==> src/rtl/uart_pkg.sv <==
// Shared UART types and oversampling constants.
package uart_pkg;

  // Receiver sample ticks per bit and the tick index that lands mid-bit.
  localparam int unsigned OVERSAMPLE = 16;
  localparam int unsigned MID_SAMPLE = 8;

  localparam logic [3:0] BIT_LAST = 4'(OVERSAMPLE - 1);
  localparam logic [3:0] MID_LAST = 4'(MID_SAMPLE - 1);

  typedef enum logic [2:0] {
    RX_IDLE,
    RX_START,
    RX_DATA,
    RX_STOP,
    RX_ERROR
  } rx_state_e;

  typedef enum logic [1:0] {
    TX_IDLE,
    TX_START,
    TX_DATA,
    TX_STOP
  } tx_state_e;

endpackage

==> src/rtl/uart_baud_gen.sv <==
// Receiver oversample tick and transmitter bit tick generator.
// Each divider is held at zero by its clear input so ticks stay phase-aligned
// to the start of a frame.
module uart_baud_gen #(
  parameter int unsigned CLOCK_RATE    = 12000000,
  parameter int unsigned BAUD_RATE     = 9600,
  parameter int unsigned RX_OVERSAMPLE = 16
) (
  input  logic clk_i,
  input  logic rst_i,
  input  logic rx_clr_i,
  input  logic tx_clr_i,
  output logic rx_tick_o,
  output logic tx_tick_o
);

  localparam int unsigned RX_DIV = CLOCK_RATE / (BAUD_RATE * RX_OVERSAMPLE);
  localparam int unsigned TX_DIV = CLOCK_RATE / BAUD_RATE;
  localparam int unsigned RX_CW  = (RX_DIV > 1) ? $clog2(RX_DIV) : 1;
  localparam int unsigned TX_CW  = (TX_DIV > 1) ? $clog2(TX_DIV) : 1;

  localparam logic [RX_CW-1:0] RX_LAST = RX_CW'(RX_DIV - 1);
  localparam logic [TX_CW-1:0] TX_LAST = TX_CW'(TX_DIV - 1);

  logic [RX_CW-1:0] rx_cnt_q, rx_cnt_d;
  logic [TX_CW-1:0] tx_cnt_q, tx_cnt_d;

  // Next divider values: wrap on the terminal count or hold at zero when cleared.
  always_comb begin
    rx_cnt_d = rx_cnt_q + RX_CW'(1);
    if (rx_clr_i || rx_cnt_q == RX_LAST) rx_cnt_d = '0;
    tx_cnt_d = tx_cnt_q + TX_CW'(1);
    if (tx_clr_i || tx_cnt_q == TX_LAST) tx_cnt_d = '0;
  end

  // Divider registers.
  always_ff @(posedge clk_i or posedge rst_i) begin
    if (rst_i) begin
      rx_cnt_q <= '0;
      tx_cnt_q <= '0;
    end else begin
      rx_cnt_q <= rx_cnt_d;
      tx_cnt_q <= tx_cnt_d;
    end
  end

  assign rx_tick_o = !rx_clr_i && (rx_cnt_q == RX_LAST);
  assign tx_tick_o = !tx_clr_i && (tx_cnt_q == TX_LAST);

endmodule

==> src/rtl/uart_8.sv <==
// 8N1 UART: oversampling receiver with framing-error detection and a
// bit-timed transmitter.
module uart_8 import uart_pkg::*; #(
  parameter int unsigned CLOCK_RATE    = 12000000,
  parameter int unsigned BAUD_RATE     = 9600,
  parameter int unsigned RX_OVERSAMPLE = OVERSAMPLE
) (
  input  logic       clk,
  input  logic       reset,
  input  logic       rxEn,
  input  logic       rxIn,
  output logic       rxBusy,
  output logic       rxDone,
  output logic       rxErr,
  output logic [7:0] rxOut,
  input  logic       txEn,
  input  logic       txStart,
  input  logic [7:0] txIn,
  output logic       txBusy,
  output logic       txDone,
  output logic       txOut
);

  logic rx_tick, tx_tick, rx_clr, tx_clr;

  rx_state_e  rx_state_q;
  logic       rx_sync1_q, rx_sync2_q, rx_prev_q;
  logic [3:0] rx_ticks_q;
  logic [2:0] rx_bit_q;
  logic [7:0] rx_shift_q;
  logic       rx_busy_q, rx_done_q, rx_err_q;
  logic [7:0] rx_out_q;
  logic       rx_fall;

  tx_state_e  tx_state_q;
  logic [2:0] tx_bit_q;
  logic [7:0] tx_shift_q;
  logic       tx_busy_q, tx_done_q, tx_out_q;

  assign rx_clr = (rx_state_q == RX_IDLE) || (rx_state_q == RX_ERROR);
  assign tx_clr = (tx_state_q == TX_IDLE);

  uart_baud_gen #(
    .CLOCK_RATE   (CLOCK_RATE),
    .BAUD_RATE    (BAUD_RATE),
    .RX_OVERSAMPLE(RX_OVERSAMPLE)
  ) u_baud (
    .clk_i    (clk),
    .rst_i    (reset),
    .rx_clr_i (rx_clr),
    .tx_clr_i (tx_clr),
    .rx_tick_o(rx_tick),
    .tx_tick_o(tx_tick)
  );

  // Two-flop synchronizer plus a history flop for falling-edge detection.
  // The history flop runs even while disabled so a line already low at
  // enable time never looks like a start edge.
  always_ff @(posedge clk or posedge reset) begin
    if (reset) begin
      rx_sync1_q <= 1'b1;
      rx_sync2_q <= 1'b1;
      rx_prev_q  <= 1'b1;
    end else begin
      rx_sync1_q <= rxIn;
      rx_sync2_q <= rx_sync1_q;
      rx_prev_q  <= rx_sync2_q;
    end
  end

  assign rx_fall = rx_prev_q && !rx_sync2_q;

  // Receiver FSM: start-edge hunt, mid-bit sampling, stop-bit validation.
  always_ff @(posedge clk or posedge reset) begin
    if (reset) begin
      rx_state_q <= RX_IDLE;
      rx_ticks_q <= '0;
      rx_bit_q   <= '0;
      rx_shift_q <= '0;
      rx_busy_q  <= 1'b0;
      rx_done_q  <= 1'b0;
      rx_err_q   <= 1'b0;
      rx_out_q   <= '0;
    end else begin
      rx_done_q <= 1'b0;
      if (!rxEn) begin
        rx_state_q <= RX_IDLE;
        rx_busy_q  <= 1'b0;
        rx_err_q   <= 1'b0;
      end else begin
        case (rx_state_q)
          RX_IDLE: begin
            if (rx_fall) begin
              rx_state_q <= RX_START;
              rx_ticks_q <= '0;
              rx_busy_q  <= 1'b1;
            end
          end
          RX_START: begin
            if (rx_tick) begin
              if (rx_ticks_q == MID_LAST) begin
                rx_ticks_q <= '0;
                if (!rx_sync2_q) begin
                  rx_state_q <= RX_DATA;
                  rx_bit_q   <= '0;
                end else begin
                  rx_state_q <= RX_IDLE;
                  rx_busy_q  <= 1'b0;
                end
              end else begin
                rx_ticks_q <= rx_ticks_q + 4'd1;
              end
            end
          end
          RX_DATA: begin
            if (rx_tick) begin
              if (rx_ticks_q == BIT_LAST) begin
                rx_ticks_q <= '0;
                rx_shift_q <= {rx_sync2_q, rx_shift_q[7:1]};
                if (rx_bit_q == 3'd7) rx_state_q <= RX_STOP;
                else                  rx_bit_q   <= rx_bit_q + 3'd1;
              end else begin
                rx_ticks_q <= rx_ticks_q + 4'd1;
              end
            end
          end
          RX_STOP: begin
            if (rx_tick) begin
              if (rx_ticks_q == BIT_LAST) begin
                rx_ticks_q <= '0;
                rx_busy_q  <= 1'b0;
                if (rx_sync2_q) begin
                  rx_out_q   <= rx_shift_q;
                  rx_done_q  <= 1'b1;
                  rx_state_q <= RX_IDLE;
                end else begin
                  rx_err_q   <= 1'b1;
                  rx_state_q <= RX_ERROR;
                end
              end else begin
                rx_ticks_q <= rx_ticks_q + 4'd1;
              end
            end
          end
          RX_ERROR: begin
            if (rx_sync2_q) begin
              rx_err_q   <= 1'b0;
              rx_state_q <= RX_IDLE;
            end
          end
          default: begin
            rx_state_q <= RX_IDLE;
            rx_busy_q  <= 1'b0;
          end
        endcase
      end
    end
  end

  // Transmitter FSM: latch byte, shift out start, data LSB first, stop.
  always_ff @(posedge clk or posedge reset) begin
    if (reset) begin
      tx_state_q <= TX_IDLE;
      tx_bit_q   <= '0;
      tx_shift_q <= '0;
      tx_busy_q  <= 1'b0;
      tx_done_q  <= 1'b0;
      tx_out_q   <= 1'b1;
    end else begin
      tx_done_q <= 1'b0;
      if (!txEn) begin
        tx_state_q <= TX_IDLE;
        tx_busy_q  <= 1'b0;
        tx_out_q   <= 1'b1;
      end else begin
        case (tx_state_q)
          TX_IDLE: begin
            if (txStart) begin
              tx_shift_q <= txIn;
              tx_out_q   <= 1'b0;
              tx_busy_q  <= 1'b1;
              tx_state_q <= TX_START;
            end
          end
          TX_START: begin
            if (tx_tick) begin
              tx_out_q   <= tx_shift_q[0];
              tx_shift_q <= {1'b0, tx_shift_q[7:1]};
              tx_bit_q   <= '0;
              tx_state_q <= TX_DATA;
            end
          end
          TX_DATA: begin
            if (tx_tick) begin
              if (tx_bit_q == 3'd7) begin
                tx_out_q   <= 1'b1;
                tx_state_q <= TX_STOP;
              end else begin
                tx_out_q   <= tx_shift_q[0];
                tx_shift_q <= {1'b0, tx_shift_q[7:1]};
                tx_bit_q   <= tx_bit_q + 3'd1;
              end
            end
          end
          TX_STOP: begin
            if (tx_tick) begin
              tx_done_q  <= 1'b1;
              tx_busy_q  <= 1'b0;
              tx_state_q <= TX_IDLE;
            end
          end
          default: begin
            tx_state_q <= TX_IDLE;
            tx_busy_q  <= 1'b0;
            tx_out_q   <= 1'b1;
          end
        endcase
      end
    end
  end

  assign rxBusy = rx_busy_q;
  assign rxDone = rx_done_q;
  assign rxErr  = rx_err_q;
  assign rxOut  = rx_out_q;
  assign txBusy = tx_busy_q;
  assign txDone = tx_done_q;
  assign txOut  = tx_out_q;

endmodule

==> config.mk <==
export PLATFORM = sky130hd
export DESIGN_NAME = uart_8
export DESIGN_NICKNAME = d
export VERILOG_FILES = /design/src/rtl/uart_pkg.sv /design/src/rtl/uart_baud_gen.sv /design/src/rtl/uart_8.sv
export SDC_FILE = /design/constraint.sdc
export NUM_CORES = 1
export LEC_CHECK = 0
export ABC_AREA = 1
export CAP_MARGIN = 25
export CORE_ASPECT_RATIO = 1.75
export CORE_MARGIN = 5
export CORE_UTILIZATION = 34
export CTS_CLUSTER_DIAMETER = 120
export DETAILED_ROUTE_END_ITERATION = 8
export HOLD_SLACK_MARGIN = 0.06
export SKIP_LAST_GASP = 1
export SLEW_MARGIN = 10
export SYNTH_ARGS = -nofsm -noshare
export SYNTH_HDL_FRONTEND = slang
export SYNTH_SLANG_ARGS = --single-unit
export TNS_END_PERCENT = 30
==> constraint.sdc <==
create_clock -name clk -period 2.3 [get_ports clk]
set_clock_uncertainty 0.2 [all_clocks]
set_input_delay 0.46 -clock clk [delete_from_list [all_inputs] [get_ports clk]]
set_output_delay 0.46 -clock clk [all_outputs]
set_load 0.01 [all_outputs]
* Word level (Yosys, flattened, before mapping)
Cells that the tools add are included.
W data, S select, Z words.
** Operators by class
- Equal/unequal tests :: 45
- Mux-type cells :: 75
- $add $sub $neg :: 5
- Reductions and logical operators :: 29
** Operators with widths (count)
- $mux W3 :: 20
- $ne A3 B3 Y1 const B :: 16
- $mux W8 :: 4
- $mux W1 :: 27
- $reduce_and A5 Y1 :: 5
- $ne A2 B2 Y1 const B :: 12
- $pmux W8 S3 :: 1
- $mux W4 :: 5
- $pmux W3 S5 :: 1
- $mux W2 :: 7
- $pmux W3 S2 :: 2
- $pmux W4 S3 :: 1
- $add A11 B1 Y11 const B :: 1
- $eq A11 B11 Y1 const B :: 1
- $mux W11 :: 1
- $eq A3 B3 Y1 const B :: 3
- $reduce_and A9 Y1 :: 1
- $pmux W2 S4 :: 1
- $reduce_and A4 Y1 :: 2
- $reduce_and A8 Y1 :: 1
- $add A7 B1 Y7 const B :: 1
- $eq A7 B7 Y1 const B :: 1
- $mux W7 :: 1
- $reduce_and A7 Y1 :: 1
- other kinds (24) :: 38
** Word-level totals
- Logic and storage cells :: 173
- Output and inout port bits :: 14
- Input bits :: 14
- Flip-flop bits (word level) :: 66

* Longest topological paths before layout
Gate-level depths: netlist of run 1.
- Depth after elaboration :: 7
- Depth in mapped cells :: 11
- Mapped depth without buffers :: 11

* Hierarchy
From an unflattened synthesis of run 1, not the netlist that was laid out.
** Second synthesis, totals
- Cell total of the unflattened synthesis :: 447
- Area, all modules :: 3607.2 µm²
** Modules (own cells, without submodules)
- uart_8 :: area an instance 2593.7 µm², cells an instance 316, instances 1, seq. area each 1206.2 µm²
- uart_baud_gen :: area an instance 1013.5 µm², cells an instance 131, instances 1, seq. area each 450.4 µm²

* Worst setup path after synthesis of run 1
OpenSTA, ideal clock, no wires.
- Path type :: reg2reg
- Start point :: register u_baud.rx_cnt_q[1]
- End point :: register rx_bit_q[0]
- Required time :: 1982 ps
- Path slack :: 602 ps
- Library setup time :: 118 ps
- Arrival :: 1380 ps
- Path buffers :: 0
- Stages on the path, launching flop included :: 12
- Clock period less this slack :: 1698 ps
- Cell sequence :: dfrtp_1 inv_1 ha_1 inv_1 nor2_1 nand2_1 nand2_1 nand2_1 nor2_1 nand2_2 nor2_1 nor2_1
** On the way
- Word-level cells in the longest chain between the ends :: 4
- Elaborated cells on any way between the ends :: 5
- Those cells by class :: eq/ne (3); reduce/logical (2)
** Ends and longest elaborated chain
- from (decl) :: RTL line uart_baud_gen.sv:25 : logic [RX_CW-1:0] rx_cnt_q, rx_cnt_d;
- from (signal assigned) :: RTL line uart_baud_gen.sv:42 : rx_cnt_q <= rx_cnt_d;
- $eq A7 B7 Y1 (*) :: RTL line uart_baud_gen.sv:47 : assign rx_tick_o = !rx_clr_i && (rx_cnt_q == RX_LAST);
- $logic_and A1 B1 Y1 (*) :: RTL line uart_baud_gen.sv:47
- $ne A2 B2 Y1 (no source line)
- $reduce_and A8 Y1 (no source line) (*)
- to (signal assigned) :: RTL line uart_8.sv:121 : else rx_bit_q <= rx_bit_q + 3'd1;
- to (decl) :: RTL line uart_8.sv:29 : logic [2:0] rx_bit_q;
Every way passes the cells marked *; elsewhere a longest branch is shown, timed or not.
A chain may end at the register's enable or synchronous reset.

* Final worst setup path of run 1
- Start point :: register tx_out_q, in the netlist txOut
- End point :: output txOut
** RTL lines
- from (decl) :: RTL line uart_8.sv:38 : logic tx_busy_q, tx_done_q, tx_out_q;
- from (signal assigned) :: RTL line uart_8.sv:187 : tx_out_q <= tx_shift_q[0];
- from (signal assigned) :: RTL line uart_8.sv:199 : tx_out_q <= tx_shift_q[0];
- to (decl) :: RTL line uart_8.sv:21 : output logic txOut
No word-level cell between the ends.

==> results.sh, run 1 <==
export IMPL_stdcell_count=600
export IMPL_ys_types=38
export IMPL_syn_nets=460
export IMPL_cp_required_ns=1.64
export IMPL_seq_area_frac_synth=0.470
export IMPL_first_iter_violations=177
export IMPL_path_clk_slew_ns=0.06
export IMPL_ir_worst_vdd_uv=612
export IMPL_synth_seq_cells=66
export IMPL_dieHeight_um=145
export IMPL_synth_top_area_frac=0.440
export IMPL_syn_mean_instance_area_um2=8.16
export IMPL_grt_overflow=0
export IMPL_cts_root_buf="clkbuf_16"
export IMPL_holdBufCountCts=0
export IMPL_cts_tree="built"
export IMPL_synth_compound_area_frac=0.0788
export IMPL_synth_main_ff_cell="dfrtp_1"
export IMPL_ctsResizeCount=0
export IMPL_crit_chain="clkdlybuf4s50_1"
export IMPL_min_path_type="reg -> reg"
export IMPL_fin_nets=496
export IMPL_post_cts_setup_buffer_count=0
export IMPL_leakage_nw=2.03
export IMPL_fill_cells=1003
export IMPL_avgViaCountPerCell=4.73
export IMPL_synth_xor_area_frac=0.0124
export IMPL_synth_simple_area_share=0.322
export IMPL_crit_family="flip-flops"
export IMPL_cts_sinks=66
export IMPL_rsz0062_at_grt="false"
export IMPL_setup_tns_ns=0
export IMPL_maxSlewViolCount=0
export IMPL_area_growth_pct=22.3
export IMPL_yosys_warnings=0
export IMPL_synth_common_cells="nand2_1, dfrtp_1, nor2_1, inv_1, nand3_1"
export IMPL_vias=2836
export IMPL_place_area_um2=3960
export IMPL_dp_final_hpwl_um=5100
export IMPL_dr_pass1_iters=4
export IMPL_totalWireLength_um=7000
export IMPL_drive_gt1_frac=0.133
export IMPL_cp_max_fo=2
export IMPL_hold_viol_final=0
export IMPL_coreArea_um2=10200
export IMPL_synth_cell_area_um2=3530
export IMPL_grt_pass1_wl_um=12700
export IMPL_start_util=0.344
export IMPL_grt_max_degree=67
export IMPL_final_antenna_net_count=0
export IMPL_n_antenna_cell=0
export IMPL_outcome="complete, no violations"
export IMPL_seq_area_um2=1660
export IMPL_cp_buffers_inverters=1
export IMPL_fin_area_um2=4310
export IMPL_relSlewSlack=0.762
export IMPL_wire_per_inst_um=11.7
export IMPL_synth_edf_count=0
export IMPL_grt_pass1_vias=2842
export IMPL_synth_area_leader_cell="dfrtp_1"
export IMPL_grt_usage=0.125
export IMPL_fmax_ghz=0.489
export IMPL_gp_congestion=0.832
export IMPL_period_minus_slack_ns=2.05
export IMPL_async_reset_ff_frac=1.00
export IMPL_dieArea_um2=12600
export IMPL_cts_buffer_depth=2
export IMPL_cp_end_kind="primary output"
export IMPL_worst_pin_slew_ns=0.356
export IMPL_synth_area_leaders="dfrtp_1, nand2_1, ha_1"
export IMPL_synth_top_family_by_area="simple AND/OR/NAND/NOR gates"
export IMPL_syn_inst=432
export IMPL_path_class="reg -> out"
export IMPL_multi_input_area_um2=1630
export IMPL_crit_path_top_delay_cell="dfstp_2"
export IMPL_crit_path_max_incr_delay_ns=0.53
export IMPL_synth_area_mux_share=0
export IMPL_antenna_found_initial=0
export IMPL_numCtsBuffers=9
export IMPL_yosys_area_share_adder=0.0497
export IMPL_arrival_ns=1.39
export IMPL_drv_cap=0
export IMPL_power_density_nw_per_um2=1100
export IMPL_clkLatencyLatePin_ns=0.33
export IMPL_port_buffers=27
export IMPL_cts_max_level=3
export IMPL_die_w_um=87.0
export IMPL_dp_cells=584
export IMPL_period_share=0.889
export IMPL_ioPinCount=28
export IMPL_floorplan_rows=49
export IMPL_critPathLaunchType="register"
export IMPL_setup_viol=0
export IMPL_synth_most_common_cell="nand2_1"
export IMPL_drt_drc_violations_left=0
[per-layer routing]
metal | vias to the layer above | wire (µm) | GRT usage | part of all wire
met5 | - | 0 | 0 | 0
met4 | 0 | 164 | 0.0583 | 0.023
met3 | 11 | 176 | 0.0232 | 0.025
met2 | 45 | 3720 | 0.221 | 0.53
met1 | 1319 | 2940 | 0.144 | 0.42
li1 | 1461 | - | - | -
[kinds of logic after synthesis]
logic type / count (synthesis)
buffers and inverters: 56
DFF: 66
adders and majority gates: 14
AOI/OAI and AO/OA: 43
and+or+nand+nor: 248
xor gates and xnor gates: 5
[state kept, by name, summed over array words and instances, names as in the netlist, 3 cells and up]
register and count:
u_baud.tx_cnt_q 11, rxOut 8, rx_shift_q 8, tx_shift_q 8, u_baud.rx_cnt_q 7, rx_ticks_q 4
rx_bit_q 3, rx_state_q 3, tx_bit_q 3
[final cells by class]
class	instances	area share
flip-flops and latches	66	0.384
clock buffers	10	0.0554
well taps	127	0.0368
multi-input cells	310	0.378
repair buffers	33	0.0760
clock inverters	6	0.0261
inverters	48	0.0432
[path summary, 6_finish.rpt]
path,start,end,slack [ns],cells past startpoint
worst max register to register,tx_state_q[0]$_DFFE_PP0P_,tx_shift_q[4]$_DFFE_PP0P_,0.31,8
max in group asynchronous,reset,txOut$_DFFE_PP1P_,1.20,3
worst min-delay path,rx_sync1_q$_DFF_PP1_,rx_sync2_q$_DFF_PP1_,0.16,0
worst max-delay path,txOut$_DFFE_PP1P_,txOut,0.25,1
worst min register to register,rx_sync1_q$_DFF_PP1_,rx_sync2_q$_DFF_PP1_,0.16,0
min in group asynchronous,reset,rxErr$_DFFE_PP0P_,0.38,3
[through the flow]
| stage | power, mW | worst slack (ns) | util | hold slack (ns) |
|---|---|---|---|---|
| 2_1_floorplan | 2.73 | 0.602 | - | 0.145 |
| 3_3_place_gp | 3.12 | 0.0958 | 0.387 | 0.147 |
| 3_5_place_dp | 3.16 | 0.0306 | 0.387 | 0.154 |
| 4_1_cts | 4.80 | 0.234 | 0.421 | 0.161 |
| 5_1_grt | 5.10 | 0.177 | 0.421 | 0.169 |
| 6_report | 4.73 | 0.254 | 0.421 | 0.158 |
[cell usage in the layout, fill, tap and decap left out, types with 4 or more instances in the layout]
| master | instances |
|---|---|
| nor3_1 | 11 |
| nor2_2 | 7 |
| ha_1 | 14 |
| nand2_1 | 131 |
| clkbuf_16 | 9 |
| xor2_1 | 4 |
| nor2_1 | 37 |
| o21ai_0 | 4 |
| nand2_2 | 5 |
| nand3_1 | 34 |
| o21ai_2 | 7 |
| nand3b_1 | 5 |
| inv_2 | 9 |
| inv_1 | 35 |
| dfrtp_1 | 62 |
| dfstp_2 | 4 |
| o21ai_1 | 13 |
| buf_4 | 5 |
| nand4_1 | 7 |
| clkdlybuf4s50_1 | 27 |
| a21oi_1 | 9 |
[where the power goes]
part           total, mW  internal [mW]  switching [mW]
Sequential          1.56           1.38           0.181
Clock               1.61           1.09           0.516
Combinational       1.56          0.556            1.00
No activity file was read; power rests on OpenSTA's default activity.
==> run 2: changes to the inputs <==
--- a/config.mk
+++ b/config.mk
@@ -13,6 +13,7 @@
 export CTS_CLUSTER_DIAMETER = 120
 export DETAILED_ROUTE_END_ITERATION = 8
 export HOLD_SLACK_MARGIN = 0.06
+export REMOVE_ABC_BUFFERS = 1
 export SKIP_LAST_GASP = 1
 export SLEW_MARGIN = 10
 export SYNTH_ARGS = -nofsm -noshare
==> run 2 against run 1 <==
Effect of this change: worst setup slack got worse by 0.0042 ns; register-to-register slack improved by 0.05 ns; die area did not move; via count rose by 0.60%; non-clock buffer count rose by 2; largest power group is now registers; critical path depth did not move; global-route usage rose by 0.21 points; first-iteration DRC count fell by 49%; clock-buffer cell count did not move.
==> results.sh, run 2 (synthesis results as in run 1) <==
export IMPL_post_cts_setup_buffer_count=0
export IMPL_cp_max_fo=2
export IMPL_multi_input_area_um2=1630
export IMPL_area_growth_pct=22.0
export IMPL_dp_final_hpwl_um=5310
export IMPL_wire_per_inst_um=11.7
export IMPL_worstReg2RegStart="tx_state_q[0]$_DFFE_PP0P_"
export IMPL_fin_nets=498
export IMPL_vias=2853
export IMPL_seq_area_um2=1660
export IMPL_fin_area_um2=4300
export IMPL_ir_worst_vdd_uv=556
export IMPL_clkLatencyLatePin_ns=0.33
export IMPL_stdcell_count=602
export IMPL_floorplan_rows=49
export IMPL_grt_usage=0.127
export IMPL_largest_reg_flops=11
export IMPL_leakage_nw=2.03
export IMPL_final_antenna_net_count=0
export IMPL_maxSlewViolCount=0
export IMPL_fill_cells=993
export IMPL_cts_sinks=66
export IMPL_layout_common_cells="nand2_1, dfrtp_1, nor2_1"
export IMPL_path_class="reg -> out"
export IMPL_crit_family="flip-flops"
export IMPL_relSlewSlack=0.802
export IMPL_worst_pin_slew_ns=0.294
export IMPL_place_area_um2=3970
export IMPL_cts_tree="built"
export IMPL_grt_overflow=0
export IMPL_start_util=0.344
export IMPL_final_util=0.420
export IMPL_totalWireLength_um=7060
export IMPL_n_antenna_cell=0
export IMPL_regMostFlops="u_baud.tx_cnt_q"
export IMPL_period_share=0.891
export IMPL_dieHeight_um=145
export IMPL_power_density_nw_per_um2=1070
export IMPL_gp_congestion=0.927
export IMPL_coreArea_um2=10200
export IMPL_period_minus_slack_ns=2.05
export IMPL_holdWs_ns=0.150
export IMPL_antenna_found_initial=0
export IMPL_crit_chain="clkdlybuf4s50_1"
export IMPL_critPathLaunchType="register"
export IMPL_first_iter_violations=91
export IMPL_holdBufCountCts=0
export IMPL_cp_end_kind="primary output"
export IMPL_hold_viol_final=0
export IMPL_port_buffers=27
export IMPL_drive_gt1_frac=0.137
export IMPL_grt_pass1_wl_um=12600
export IMPL_dp_cells=586
export IMPL_cts_buffer_depth=2
export IMPL_ctsResizeCount=0
export IMPL_min_path_type="in -> async"
export IMPL_dp_slack_ns=0.158
export IMPL_drv_cap=0
export IMPL_reg2reg_slack_ns=0.36
export IMPL_final_common_cell="nand2_1"
export IMPL_fin_ws_ns=0.250
export IMPL_rsz0062_at_grt="false"
export IMPL_arrival_ns=1.39
export IMPL_cts_root_buf="clkbuf_16"
export IMPL_crit_path_top_delay_cell="dfstp_2"
export IMPL_cp_buffers_inverters=1
export IMPL_numCtsBuffers=9
export IMPL_crit_start="txOut$_DFFE_PP1P_"
export IMPL_crit_path_max_incr_delay_ns=0.53
export IMPL_dr_pass1_iters=4
export IMPL_drt_drc_violations_left=0
export IMPL_ioPinCount=28
export IMPL_setup_viol=0
export IMPL_outcome="complete, no violations"
export IMPL_grt_max_degree=25
export IMPL_cts_max_level=3
export IMPL_dieArea_um2=12600
export IMPL_avgViaCountPerCell=4.74
export IMPL_path_clk_slew_ns=0.06
export IMPL_fmax_ghz=0.488
export IMPL_die_w_um=87.0
export IMPL_cp_required_ns=1.64
export IMPL_grt_pass1_vias=2876
[run 2: routing by layer]
metal  vias to the layer above  wire length, µm  global-route usage
met1                      1350             2880               0.134
li1                       1464                -                   -
met3                         2              214              0.0346
met5                         -                0                   0
met4                         0               57              0.0640
met2                        37             3910               0.228
[run 2: power breakdown]
part / internal (mW) / switching (mW)
Clock: 0.979 / 0.513
Combinational: 0.559 / 0.995
Sequential: 1.38 / 0.184
[run 2: layout make-up]
| type | count | area share |
|---|---|---|
| Sequential cell | 66 | 0.385 |
| Multi-Input combinational cell | 310 | 0.379 |
| Timing Repair Buffer | 35 | 0.0797 |
| Clock buffer | 10 | 0.0555 |
| Inverter | 48 | 0.0425 |
| Tap cell | 127 | 0.0369 |
| Clock inverter | 6 | 0.0209 |
[run 2: final timing paths]
path	end	cells after the start
max	txOut	1
min	tx_state_q[0]$_DFFE_PP0P_	2
min in group clk	rx_sync2_q$_DFF_PP1_	0
min reg2reg	rx_sync2_q$_DFF_PP1_	0
max in group asynchronous	rxDone$_DFF_PP0_	3
max reg2reg	tx_shift_q[7]$_DFFE_PP0P_	8
[run 2: per-stage QoR]
step	power [mW]	setup TNS, ns
4_1_cts	4.68	0
5_1_grt	4.98	0
2_1_floorplan	2.69	-0.508
6_report	4.61	0
3_5_place_dp	3.15	0
3_3_place_gp	3.12	0
